<file path="config.mk">
export PLATFORM = sky130hd
export DESIGN_NAME = sd_sector_streamer
export DESIGN_NICKNAME = d
export VERILOG_FILES = /design/src/rtl/sd_sector_streamer.sv
export SDC_FILE = /design/constraint.sdc
export NUM_CORES = 1
export LEC_CHECK = 0
export CAP_MARGIN = 20
export CORE_MARGIN = 8
export CORE_UTILIZATION = 47
export DETAILED_ROUTE_END_ITERATION = 16
export PLACE_DENSITY = 0.76
export REMOVE_ABC_BUFFERS = 1
export SLEW_MARGIN = 20
export SYNTH_ARGS = -nofsm -noshare
export SYNTH_HDL_FRONTEND = slang
export SYNTH_SLANG_ARGS = --single-unit
</file>
<file path="constraint.sdc">
create_clock -name clk -period 1.95 [get_ports clk]
set_input_delay 0.39 -clock clk [delete_from_list [all_inputs] [get_ports clk]]
set_output_delay 0.39 -clock clk [all_outputs]
set_load 0.05 [all_outputs]
</file>
<file path="src/rtl/sd_sector_streamer.sv">
`default_nettype none
// +----------------------------------------------------------------------------+
// | Module      : sd_sector_streamer                                           |
// | Description : Sequences multi-block reads from the SD SPI controller and   |
// |               streams every received byte into a byte-addressed buffer    |
// |               write port with an auto-incrementing, wrapping address.     |
// | Ports       : clk/reset (async, active-low), start + run parameters        |
// |               (start_block, num_blocks, buf_base), controller handshake   |
// |               (sd_ready, sd_byte_available, sd_dout, sd_rd, sd_address),  |
// |               buffer write port (buf_we, buf_addr, buf_data) and status   |
// |               (busy, done, error, blocks_done). All outputs registered.   |
// | Revision    : 1.0 - initial release                                        |
// +----------------------------------------------------------------------------+
module sd_sector_streamer #(
   parameter int BYTES_PER_BLOCK = 512,
   parameter int BUF_ADDR_WIDTH  = 17,
   parameter int CNT_WIDTH       = 16,
   parameter int TIMEOUT_CYCLES  = 2_500_000
) (
   input  logic                      clk,
   input  logic                      reset,             // active-low, asynchronous
   input  logic                      start,
   input  logic [31:0]               start_block,
   input  logic [CNT_WIDTH-1:0]      num_blocks,
   input  logic [BUF_ADDR_WIDTH-1:0] buf_base,
   input  logic                      sd_ready,
   input  logic                      sd_byte_available,
   input  logic [7:0]                sd_dout,
   output logic                      sd_rd,
   output logic [31:0]               sd_address,
   output logic                      buf_we,
   output logic [BUF_ADDR_WIDTH-1:0] buf_addr,
   output logic [7:0]                buf_data,
   output logic                      busy,
   output logic                      done,
   output logic                      error,
   output logic [CNT_WIDTH-1:0]      blocks_done
);

   localparam int BC_W = $clog2(BYTES_PER_BLOCK + 1);
   localparam int WD_W = $clog2(TIMEOUT_CYCLES + 1);

   localparam logic [BC_W-1:0]           BC_ONE   = BC_W'(1);
   localparam logic [BC_W-1:0]           BC_LAST  = BC_W'(BYTES_PER_BLOCK - 1);
   localparam logic [WD_W-1:0]           WD_ONE   = WD_W'(1);
   localparam logic [WD_W-1:0]           WD_LAST  = WD_W'(TIMEOUT_CYCLES - 1);
   localparam logic [CNT_WIDTH-1:0]      CNT_ONE  = CNT_WIDTH'(1);
   localparam logic [BUF_ADDR_WIDTH-1:0] ADDR_ONE = BUF_ADDR_WIDTH'(1);

   typedef enum logic [2:0] {
      S_IDLE       = 3'd0,
      S_WAIT_READY = 3'd1,
      S_ISSUE      = 3'd2,
      S_RECEIVE    = 3'd3,
      S_BLOCK_END  = 3'd4,
      S_DONE       = 3'd5,
      S_ERROR      = 3'd6
   } state_t;

   state_t                    state_q, state_d;
   logic                      sd_rd_q, sd_rd_d;
   logic [31:0]               sd_address_q, sd_address_d;
   logic                      buf_we_q, buf_we_d;
   logic [BUF_ADDR_WIDTH-1:0] buf_addr_q, buf_addr_d;
   logic [7:0]                buf_data_q, buf_data_d;
   logic                      busy_q, busy_d;
   logic                      done_q, done_d;
   logic                      error_q, error_d;
   logic [CNT_WIDTH-1:0]      blocks_done_q, blocks_done_d;
   logic [CNT_WIDTH-1:0]      remaining_q, remaining_d;
   logic [BC_W-1:0]           byte_cnt_q, byte_cnt_d;
   // buf_addr must show the address of the write in progress, so the
   // post-incremented pointer lives in a separate register.
   logic [BUF_ADDR_WIDTH-1:0] wr_ptr_q, wr_ptr_d;
   logic [WD_W-1:0]           wd_q, wd_d;
   logic                      waiting;

   always_comb begin
      state_d       = state_q;
      sd_rd_d       = sd_rd_q;
      sd_address_d  = sd_address_q;
      buf_we_d      = 1'b0;
      buf_addr_d    = buf_addr_q;
      buf_data_d    = buf_data_q;
      busy_d        = busy_q;
      done_d        = 1'b0;
      error_d       = error_q;
      blocks_done_d = blocks_done_q;
      remaining_d   = remaining_q;
      byte_cnt_d    = byte_cnt_q;
      wr_ptr_d      = wr_ptr_q;
      wd_d          = wd_q;

      case (state_q)
         S_IDLE: begin
            if (start) begin
               sd_address_d  = start_block;
               remaining_d   = num_blocks;
               buf_addr_d    = buf_base;
               wr_ptr_d      = buf_base;
               error_d       = 1'b0;
               blocks_done_d = '0;
               busy_d        = 1'b1;
               state_d       = (num_blocks == '0) ? S_DONE : S_WAIT_READY;
            end
         end
         S_WAIT_READY: begin
            if (sd_ready) begin
               sd_rd_d = 1'b1;
               state_d = S_ISSUE;
            end
         end
         S_ISSUE: begin
            // Keep sd_rd up until the controller drops ready, so it cannot
            // miss the request nor start a second read for the same block.
            if (!sd_ready) begin
               sd_rd_d    = 1'b0;
               byte_cnt_d = '0;
               state_d    = S_RECEIVE;
            end
         end
         S_RECEIVE: begin
            if (sd_byte_available) begin
               buf_we_d   = 1'b1;
               buf_data_d = sd_dout;
               buf_addr_d = wr_ptr_q;
               wr_ptr_d   = wr_ptr_q + ADDR_ONE;
               byte_cnt_d = byte_cnt_q + BC_ONE;
            end
            if (sd_byte_available && byte_cnt_q == BC_LAST) begin
               state_d = S_BLOCK_END;
            end else if (sd_ready) begin
               // Controller went idle before delivering a full block.
               error_d = 1'b1;
               state_d = S_ERROR;
            end
         end
         S_BLOCK_END: begin
            // Ready returns only after the controller has consumed the CRC.
            if (sd_ready) begin
               blocks_done_d = blocks_done_q + CNT_ONE;
               remaining_d   = remaining_q - CNT_ONE;
               sd_address_d  = sd_address_q + 32'd1;
               state_d       = (remaining_q == CNT_ONE) ? S_DONE : S_WAIT_READY;
            end
         end
         S_DONE: begin
            done_d  = 1'b1;
            busy_d  = 1'b0;
            state_d = S_IDLE;
         end
         S_ERROR: begin
            error_d = 1'b1;
            busy_d  = 1'b0;
            sd_rd_d = 1'b0;
            state_d = S_IDLE;
         end
         default: begin
            state_d = S_IDLE;
         end
      endcase

      // Watchdog: any forward progress (state change or byte) restarts it.
      waiting = (state_q == S_WAIT_READY) || (state_q == S_ISSUE) ||
                (state_q == S_RECEIVE)    || (state_q == S_BLOCK_END);
      if (waiting && state_d == state_q && !sd_byte_available && wd_q == WD_LAST) begin
         state_d = S_ERROR;
         error_d = 1'b1;
         sd_rd_d = 1'b0;   // a timeout in S_ISSUE leaves the request raised
      end
      if (state_d != state_q || sd_byte_available || !waiting) begin
         wd_d = '0;
      end else begin
         wd_d = wd_q + WD_ONE;
      end
   end

   always_ff @(posedge clk or negedge reset) begin
      if (!reset) begin
         state_q       <= S_IDLE;
         sd_rd_q       <= 1'b0;
         sd_address_q  <= '0;
         buf_we_q      <= 1'b0;
         buf_addr_q    <= '0;
         buf_data_q    <= '0;
         busy_q        <= 1'b0;
         done_q        <= 1'b0;
         error_q       <= 1'b0;
         blocks_done_q <= '0;
         remaining_q   <= '0;
         byte_cnt_q    <= '0;
         wr_ptr_q      <= '0;
         wd_q          <= '0;
      end else begin
         state_q       <= state_d;
         sd_rd_q       <= sd_rd_d;
         sd_address_q  <= sd_address_d;
         buf_we_q      <= buf_we_d;
         buf_addr_q    <= buf_addr_d;
         buf_data_q    <= buf_data_d;
         busy_q        <= busy_d;
         done_q        <= done_d;
         error_q       <= error_d;
         blocks_done_q <= blocks_done_d;
         remaining_q   <= remaining_d;
         byte_cnt_q    <= byte_cnt_d;
         wr_ptr_q      <= wr_ptr_d;
         wd_q          <= wd_d;
      end
   end

   assign sd_rd       = sd_rd_q;
   assign sd_address  = sd_address_q;
   assign buf_we      = buf_we_q;
   assign buf_addr    = buf_addr_q;
   assign buf_data    = buf_data_q;
   assign busy        = busy_q;
   assign done        = done_q;
   assign error       = error_q;
   assign blocks_done = blocks_done_q;

endmodule
`default_nettype wire

</file>
# Word-level counts from Yosys, hierarchy flattened
# Index checks and enable logic that the tools add are counted.
[op_classes]
add_sub_neg = 6
n_mul = 0
div_mod_pow = 0
magnitude_cmp = 0
n_eq_ne = 20
shifts = 0
n_mux = 41
n_bitwise = 0
n_reduce_logical = 27
[ops]
columns = ["cell", "count"]
rows = [
  ["one-hot mux 17 bit (2 select lines)", 2],
  ["two-way mux 16 bit", 4],
  ["two-way mux 32 bit", 2],
  ["one-hot mux 16 bit (2 select lines)", 2],
  ["one-hot mux 32 bit (2 select lines)", 1],
  ["two-way mux 17 bit", 3],
  ["adder 32 x 1 -> 32 bit (second input constant)", 1],
  ["two-way mux 3 bit", 9],
  ["adder 22 x 1 -> 22 bit (second input constant)", 1],
  ["== test 22 bit (second input constant)", 1],
  ["two-way mux 22 bit", 1],
  ["two-way mux 10 bit", 2],
  ["one-hot mux 10 bit (2 select lines)", 1],
  ["adder 17 x 1 -> 17 bit (second input constant)", 1],
  ["adder 16 x 1 -> 16 bit (second input constant)", 1],
  ["== test 16 x 1 -> 1 bit (second input constant)", 1],
  ["logical NOT 16 bit", 1],
  ["subtractor 16 x 1 -> 16 bit (second input constant)", 1],
  ["one-hot mux 3 bit (5 select lines)", 1],
  ["!= test 3 x 2 -> 1 bit (second input constant)", 4],
  ["AND reduction 3 bit", 4],
  ["adder 10 x 1 -> 10 bit (second input constant)", 1],
  ["== test 10 x 9 -> 1 bit (second input constant)", 1],
  ["two-way mux 1 bit", 10],
  ["other kinds (18)", 38],
]
[word_totals]
ff_bits = 146
latchBits = 0
ram_bits = 0
mem_bits_ro = 0
inputBits = 78
memories = 0

# Logic depth before layout (Yosys ltp)
# Gate-level depths: netlist of run 1.
[depth]
depth_word = 13
mapped_depth = 9

# Least setup slack after synthesis of run 1
# Ideal clock, no wire load.
[synth_path]
path_kind = "register -> register"
from = "register sd_address_q[0], in the netlist sd_address[0]"
to = "register sd_address_q[18], in the netlist sd_address[18]"
setup_time_ns = 0.137
arrival_ns = 2.097
required_ns = 1.813
setup_slack_ns = -0.284
path_stages_with_launch = 8
synth_period_minus_slack_ns = 2.234
path_cell_list = "dfrtp_1 ha_1 and4_1 clkbuf_1 nand4_1 or3_1 o21ai_0 a21oi_1"
[synth_via]
elab_chain_len = 3
[synth_rtl]
columns = ["item", "line_no", "rtl"]
rows = [
  ["start, declared", "62", "logic [31:0] sd_address_q, sd_address_d;"],
  ["start signal, assigned", "197", "sd_address_q <= sd_address_d;"],
  ["adder 32 x 1 -> 32 bit", "143", "sd_address_d = sd_address_q + 32'd1;"],
  ["two-way mux 32 bit", "140", "if (sd_ready) begin"],
  ["one-hot mux 32 bit (2 select lines)", "94", "case (state_q)"],
]
# Every way passes these cells. The select of a mux whose other input is x is not followed.
# A chain may end at the register's enable or synchronous reset.

# Worst setup path in the final report of run 1
[layout_path]
from = "register state_q[2]"
to = "register sd_address_q[30], in the netlist sd_address[30]"
[layout_via]
elab_chain_len = 3
word_cells_on_any_way = 7
[layout_rtl]
columns = ["item", "line_no", "rtl"]
rows = [
  ["start, declared", "60", "state_t state_q, state_d;"],
  ["start signal, assigned", "195", "state_q <= state_d;"],
  ["== test 3 bit / logical NOT 3 bit (equally long branches)", "94", ""],
  ["!= test 2 bit (no line) / nonzero test 2 bit (equally long branches)", "--", ""],
  ["AND reduction 3 bit (no line)", "--", ""],
]
# Several ways; a longest one is shown, not always the timed one.

==> summary.txt, run 1 <==
Yosys
  – Post-synth top flop: dfrtp_1
  – Post-synthesis mux area share: 0.767%
  – Post-Synthesis Cells: 937
  – Post-synthesis sequential area ratio: 45.7%
  – Distinct cell type count after synthesis: 67
  – Synth Area in Compound Gates: 18.4%
  – Simple-gate portion of the synthesized area: 26.1%
  – Synth warn: 0
  – Flops & latches, synth: 146
  – EDFF count, synth: 0
  – Post-Synth Adder-Cell Area: 1.10%
  – Main combinational cell family by area after synthesis: simple AND/OR/NAND/NOR gates
  – Post-Synth XOR/XNOR Area: 3.94%
  – Post-Syn Area: 0.00800 mm²
  – Asr flop ratio synth: 100%
  – Avg Cell Area, Syn: 8.53 µm²

Clocking
  – CTS tree: yes
  – CTS root buffer: clkbuf_16
  – Clk sink count: 146
  – Max Buffers Root-to-Sink: 2
  – CTS Buf Count: 17
  – CTS clk-pin slew, worst paths: 0.05 ns
  – Clk_lat worst skew: 0.43 ns
  – Htree depth: 4

Final layout
  – FILL cells: 1395
  – ANT cells: 0
  – Synth-to-layout area growth: 36.6%
  – Nets: 1239
  – Layout cells sized above 1: 17.6%
  – Post-route cell area: 0.0109 mm²

Global routing
  – Antenna violations before repair: 0
  – Vias in the first global route: 7722
  – First-pass GRT wire length: 38100 µm
  – Overall Global Routing Usage: 21.4%
  – Largest net degree at the start of global routing: 54
  – Gr ovfl total: 0

Flow run
  – Maxcap violations: 0

Place
  – DP HPWL: 16700 µm
  – GPL Wtd Cong: 0.844
  – Pre-CTS worst setup slack: -0.415 ns
  – Placed Area: 0.0103 mm²
  – Buffers on Ports: 155

Pwr
  – Comb power frac: 50.3%
  – Internal power: 8.73 mW
  – Pleak: 4.61 nW
  – Switching pwr: 7.29 mW
  – Clk pwr share: 18.1%
  – Peak VDD IR: 0.740 mV
  – Pwr/cell area: 1470 mW/mm²
  – Reg power frac: 31.5%
  – Sw Ratio: 45.5%

Die
  – Die ar.: 0.0214 mm²
  – Io pins: 156
  – Die height: 146 µm
  – Core area: 0.0166 mm²
  – Initial Util: 48.2%
  – Rows: 47
  – Die X: 146 µm

STA
  – Period utilization: 96.4%
  – Tmin final: 1.88 ns
  – Post-route setup slack: 0.0706 ns
  – Clock skew: 0.00674 ns
  – Setup violations, final: 0
  – Max Fclk: 0.532 GHz
  – Final Max Tran Viols: 0
  – Hold Vio Cnt, Final: 0
  – Relative slew slack: 65.7%
  – Worst-Margin Slew: 0.515 ns

Detailed routing
  – Vias post-DR: 7937
  – Routed vias/inst: 5.73
  – Routed wire length per instance: 16.5 µm
  – Detailed-route DRC error count: 0
  – ANT nets after route: 0
  – Drt first pass iters: 5
  – DRT iter0 DRCs: 676
  – WL final: 22800 µm

Hold path
  – Worst min path class: reg -> reg
  – Worst hold stages: 2

Worst setup path
  – Crit start category: flip-flop
  – CP peak stage delay: 0.49 ns
  – CP Capture Type: flip-flop
  – WS Path Type: reg -> reg
  – Worst reg-to-reg setup slack: 0.07 ns
  – CP Cell Sequence: buf_4 > mux2i_2 > nor3_2 > buf_4 > and3_1 > or3b_1 > nand4_1
  – Worst Path Max Fanout: 13
  – Top cell by count, worst path: buf_4
  – Slowest-stage cell, CP: dfrtp_2
  – CP arrival: 2.24 ns
  – R2R depth: 7
  – Critical path required time: 2.31 ns

Status
  – Status: finished, final reports clean
## flip-flops by register name, summed over array words and instances, names as in the netlist
register / flops
busy: 1
buf_addr: 17
state_q: 3
buf_we: 1
sd_rd: 1
remaining_q: 16
wr_ptr_q: 17
wd_q: 22
done: 1
buf_data: 8
blocks_done: 16
byte_cnt_q: 10
error: 1
sd_address: 32
## synth_stat cells (4+ instances only)
library cell	n	area share, %
a211oi_1	4	0.38
a21o_1	5	0.47
a21oi_1	75	4.7
a22oi_1	7	0.66
a2bb2oi_1	9	0.99
a31oi_1	19	1.5
and3_1	18	1.4
and4_1	8	0.88
buf_1	4	0.19
buf_2	12	0.75
clkbuf_1	40	1.9
dfrtp_1	146	46
ha_1	7	1.1
inv_1	16	0.75
mux2i_1	5	0.63
nand2_1	136	6.4
nand2b_1	5	0.39
nand3_1	41	2.6
nand3b_1	5	0.47
nand4_1	29	2.3
nor2_1	96	4.5
nor3_1	28	1.8
nor3b_1	4	0.38
nor4_1	19	1.5
o211ai_1	5	0.47
o21ai_0	64	4.0
o22a_1	5	0.55
o22ai_1	15	1.2
o2bb2ai_1	7	0.77
o31ai_1	4	0.38
o32ai_1	4	0.44
or3_1	14	1.1
xnor2_1	21	2.3
xor2_1	15	1.6
## stage by stage
stage | util (%) | instances | hold slack (ns) | setup TNS [ns] | total power, mW
after floorplan | - | 877 | 0.0944 | -116.56 | 9.81
after global placement | 62.4 | 1349 | 0.381 | -22.46 | 13.1
after detailed placement | 62.4 | 1349 | 0.386 | -29.08 | 13.2
after CTS | 65.3 | 1380 | 0.471 | 0 | 16.0
after global routing | 65.8 | 1385 | 0.499 | -0.0130 | 17.0
final | 65.8 | 1385 | 0.465 | 0 | 16.0
## worst max-delay path, delay by kind of cell, from the launching register on
family                 cells  cell delay [ns]
multiplexers               1             0.16
buffers and inverters      2             0.35
AND/OR/NAND/NOR            4             0.81
flip-flops                 1             0.49
## power groups by stage
stage / Clock, mW / Combinational [mW] / Sequential, mW
floorplan: 0 / 2.69 / 7.12
CTS: 2.95 / 8.03 / 5.04
detailed placement: 0 / 8.18 / 5.07
finish: 2.91 / 8.07 / 5.05
global placement: 0 / 8.03 / 5.03
global route: 3.07 / 8.71 / 5.20
## cell type report
class	instances	area (µm²)	share of cell area (%)
clock buffers	24	482	4.41
clock inverters	6	32.5	0.298
inverters	17	63.8	0.584
multi-input cells	714	4100	37.5
flip-flops and latches	146	3660	33.5
well taps	220	275	2.52
repair buffers	258	2310	21.2
## what timing repair did
action                                  CTS  global route
hold buffers                              1             0
endpoints found under the hold margin    48             0
resized for setup                        35            16
endpoints found under the setup margin   50            29
setup buffers                             0             5
## layer usage
layer	routed length [µm]	GRT usage, %	up-vias
li1	-	-	3835
met1	9750	27.1	3797
met2	11300	35.3	260
met3	1190	4.11	45
met4	603	9.02	0
met5	0	0	-
## worst paths after layout
check | from | end
worst min-delay path | buf_data[7]$_DFFE_PN0P_ | buf_data[7]$_DFFE_PN0P_
worst max-delay path | state_q[2]$_DFF_PN0_ | sd_address[30]$_DFFE_PN0P_
worst min register to register | buf_data[7]$_DFFE_PN0P_ | buf_data[7]$_DFFE_PN0P_
min in group asynchronous | reset | remaining_q[6]$_DFFE_PN0P_
worst max register to register | state_q[2]$_DFF_PN0_ | sd_address[30]$_DFFE_PN0P_
max in group asynchronous | reset | buf_data[0]$_DFFE_PN0P_
## placed cells by master (no fill, tap or decap), types with 11 or more instances in the layout
cell type | synthesis | layout
a21oi_1 | 75 | 75
a31oi_1 | 19 | 19
and3_1 | 18 | 18
buf_12 | 0 | 11
buf_4 | 2 | 138
clkbuf_16 | 0 | 17
clkdlybuf4s50_1 | 0 | 75
dfrtp_1 | 146 | 143
dlygate4sd2_1 | 0 | 31
inv_1 | 16 | 16
nand2_1 | 136 | 136
nand3_1 | 41 | 39
nand4_1 | 29 | 29
nor2_1 | 96 | 94
nor3_1 | 28 | 25
nor4_1 | 19 | 17
o21ai_0 | 64 | 62
o22ai_1 | 15 | 15
or3_1 | 14 | 14
xnor2_1 | 21 | 21
xor2_1 | 15 | 15
## kinds of logic (layout without fill, tap and decap cells)
| family | Yosys count | after routing |
|---|---|---|
| AOI/OAI and AO/OA | 241 | 241 |
| xor gates and xnor gates | 36 | 36 |
| buffers and inverters | 77 | 305 |
| DFF | 146 | 146 |
| adders and majority gates | 7 | 7 |
| and+or+nand+nor | 424 | 424 |
| muxes | 6 | 6 |
Note: power is estimated with default switching activity, not from simulation.
==> run 2: changes to the inputs <==
- SLEW_MARGIN: 20 -> default
==> results of run 2 <==
Final layout, timing and power as in run 1 (identical DEF).
==> run 3: changes to the inputs <==
- CORE_MARGIN: 8 -> default
==> summary.txt, run 3 (synthesized netlist as in run 1, its figures left out) <==
Status
  – Status: finished, final reports clean

Pwr
  – Pleak: 4.72 nW
  – Pwr/cell area: 1500 mW/mm²
  – Peak VDD IR: 0.799 mV
  – Design Power: 16.8 mW

Clocking
  – CTS clk-pin slew, worst paths: 0.06 ns
  – Max Buffers Root-to-Sink: 2
  – Clk sink count: 146
  – CTS tree: yes
  – Clk_lat worst skew: 0.43 ns
  – CTS Buf Count: 17
  – CTS root buffer: clkbuf_16
  – Htree depth: 4

Place
  – Placed Area: 0.0104 mm²
  – GPL Wtd Cong: 0.861
  – Buffers on Ports: 155
  – DP HPWL: 15600 µm

Final layout
  – Post-route cell area: 0.0112 mm²
  – Most common cell after layout, fill and taps aside: dfrtp_1
  – Nets: 1242
  – Synth-to-layout area growth: 39.6%
  – FILL cells: 1343
  – ANT cells: 0
  – Layout cells sized above 1: 18.2%
  – Max FFs per register: 32
  – Core Util, Final: 67.3%
  – Commonest non-fill, non-tap cells in the layout: dfrtp_1, nand2_1, buf_4

Die
  – Core area: 0.0166 mm²
  – Initial Util: 48.2%
  – Rows: 47
  – Io pins: 156
  – Die ar.: 0.0175 mm²
  – Die X: 132 µm
  – Die height: 132 µm

Detailed routing
  – Detailed-route DRC error count: 0
  – Routed vias/inst: 5.72
  – Vias post-DR: 7945
  – Drt first pass iters: 5
  – ANT nets after route: 0
  – DRT iter0 DRCs: 564
  – Routed wire length per instance: 15.9 µm
  – WL final: 22100 µm

Worst setup path
  – CP peak stage delay: 0.44 ns
  – WS Path Type: reg -> reg
  – CP arrival: 2.30 ns
  – Worst Path Max Fanout: 6
  – Crit start category: flip-flop
  – Critical path required time: 2.31 ns
  – Delay-heaviest family, CP: simple AND/OR/NAND/NOR gates
  – Slowest-stage cell, CP: dfrtp_2
  – Top cell by count, worst path: buf_6
  – CP Cell Sequence: buf_6 > or3b_4 > buf_6 > a21oi_4 > nand2_2 > or3_1 > nand3_1
  – CP Capture Type: flip-flop
  – Bufs and invs on worst path: 2

Hold path
  – Worst min path class: reg -> reg

STA
  – Relative slew slack: 63.1%
  – Setup TNS: 0 ns
  – Setup violations, final: 0
  – Max Fclk: 0.515 GHz
  – Clock skew: 0.00994 ns
  – Worst-Margin Slew: 0.554 ns
  – Tmin final: 1.94 ns
  – Hold Vio Cnt, Final: 0
  – Period utilization: 99.6%
  – Final Max Tran Viols: 0

Flow run
  – Maxcap violations: 0

Global routing
  – Gr ovfl total: 0
  – Overall Global Routing Usage: 25.7%
  – Largest net degree at the start of global routing: 55
  – First-pass GRT wire length: 36600 µm
  – Vias in the first global route: 7424
  – Antenna violations before repair: 0
## run 3: final timing paths
| path | from | to | slack, ns | depth (start not counted) |
|---|---|---|---|---|
| setup / recovery | state_q[1]$_DFF_PN0_ | wr_ptr_q[15]$_DFFE_PN0P_ | 0.007 | 7 |
| hold / removal | buf_data[4]$_DFFE_PN0P_ | buf_data[4]$_DFFE_PN0P_ | 0.46 | 2 |
| setup reg to reg | state_q[1]$_DFF_PN0_ | wr_ptr_q[15]$_DFFE_PN0P_ | 0.007 | 7 |
| hold reg to reg | buf_data[4]$_DFFE_PN0P_ | buf_data[4]$_DFFE_PN0P_ | 0.46 | 2 |
| max in group asynchronous | reset | state_q[0]$_DFF_PN0_ | 0.83 | 3 |
| min in group asynchronous | reset | buf_addr[11]$_DFFE_PN0P_ | 0.50 | 2 |
## run 3: power breakdown
part | internal [mW] | switching (mW)
Clock | 2.26 | 1.26
Combinational | 3.08 | 5.13
Sequential | 4.04 | 1.00
Total | 9.38 | 7.39
## run 3: stage by stage
step	setup slack, ns	hold slack [ns]	std cells
finish	0.00691	0.464	1389
global route	-0.0428	0.488	1389
CTS	0.00312	0.471	1385
detailed placement	-0.380	0.395	1351
global placement	-0.327	0.397	1351
floorplan	-2.44	0.0944	877
## run 3: routing by layer
metal  up-vias  global-route usage, %  part of all wire (%)
li1       3830                      -                     -
met1      3826                   34.9                    44
met2       240                   40.8                    49
met3        49                   4.60                   4.5
met4         0                   10.2                   3.0
met5         -                      0                     0
## run 3: final cells by class
class / count / area (µm²) / area share (%)
inverters: 17 / 63.8 / 0.572
multi-input cells: 714 / 4140 / 37.0
repair buffers: 261 / 2400 / 21.5
flip-flops and latches: 146 / 3660 / 32.8
clock inverters: 10 / 155 / 1.39
clock buffers: 21 / 480 / 4.30
well taps: 220 / 275 / 2.47
## run 3: repair_timing
action | 4_1_cts | 5_1_grt
hold buffers | 1 | 0
resized for setup | 36 | 33
setup buffers | 2 | 4
endpoints found under the hold margin | 49 | 0
pin swaps | 0 | 9
endpoints found under the setup margin | 38 | 74
## run 3: worst min-delay path, delay by kind of cell, from the launching register on
kind / cells / cell delay [ns]
DFF: 1 / 0.33
and+or+nand+nor: 2 / 0.10
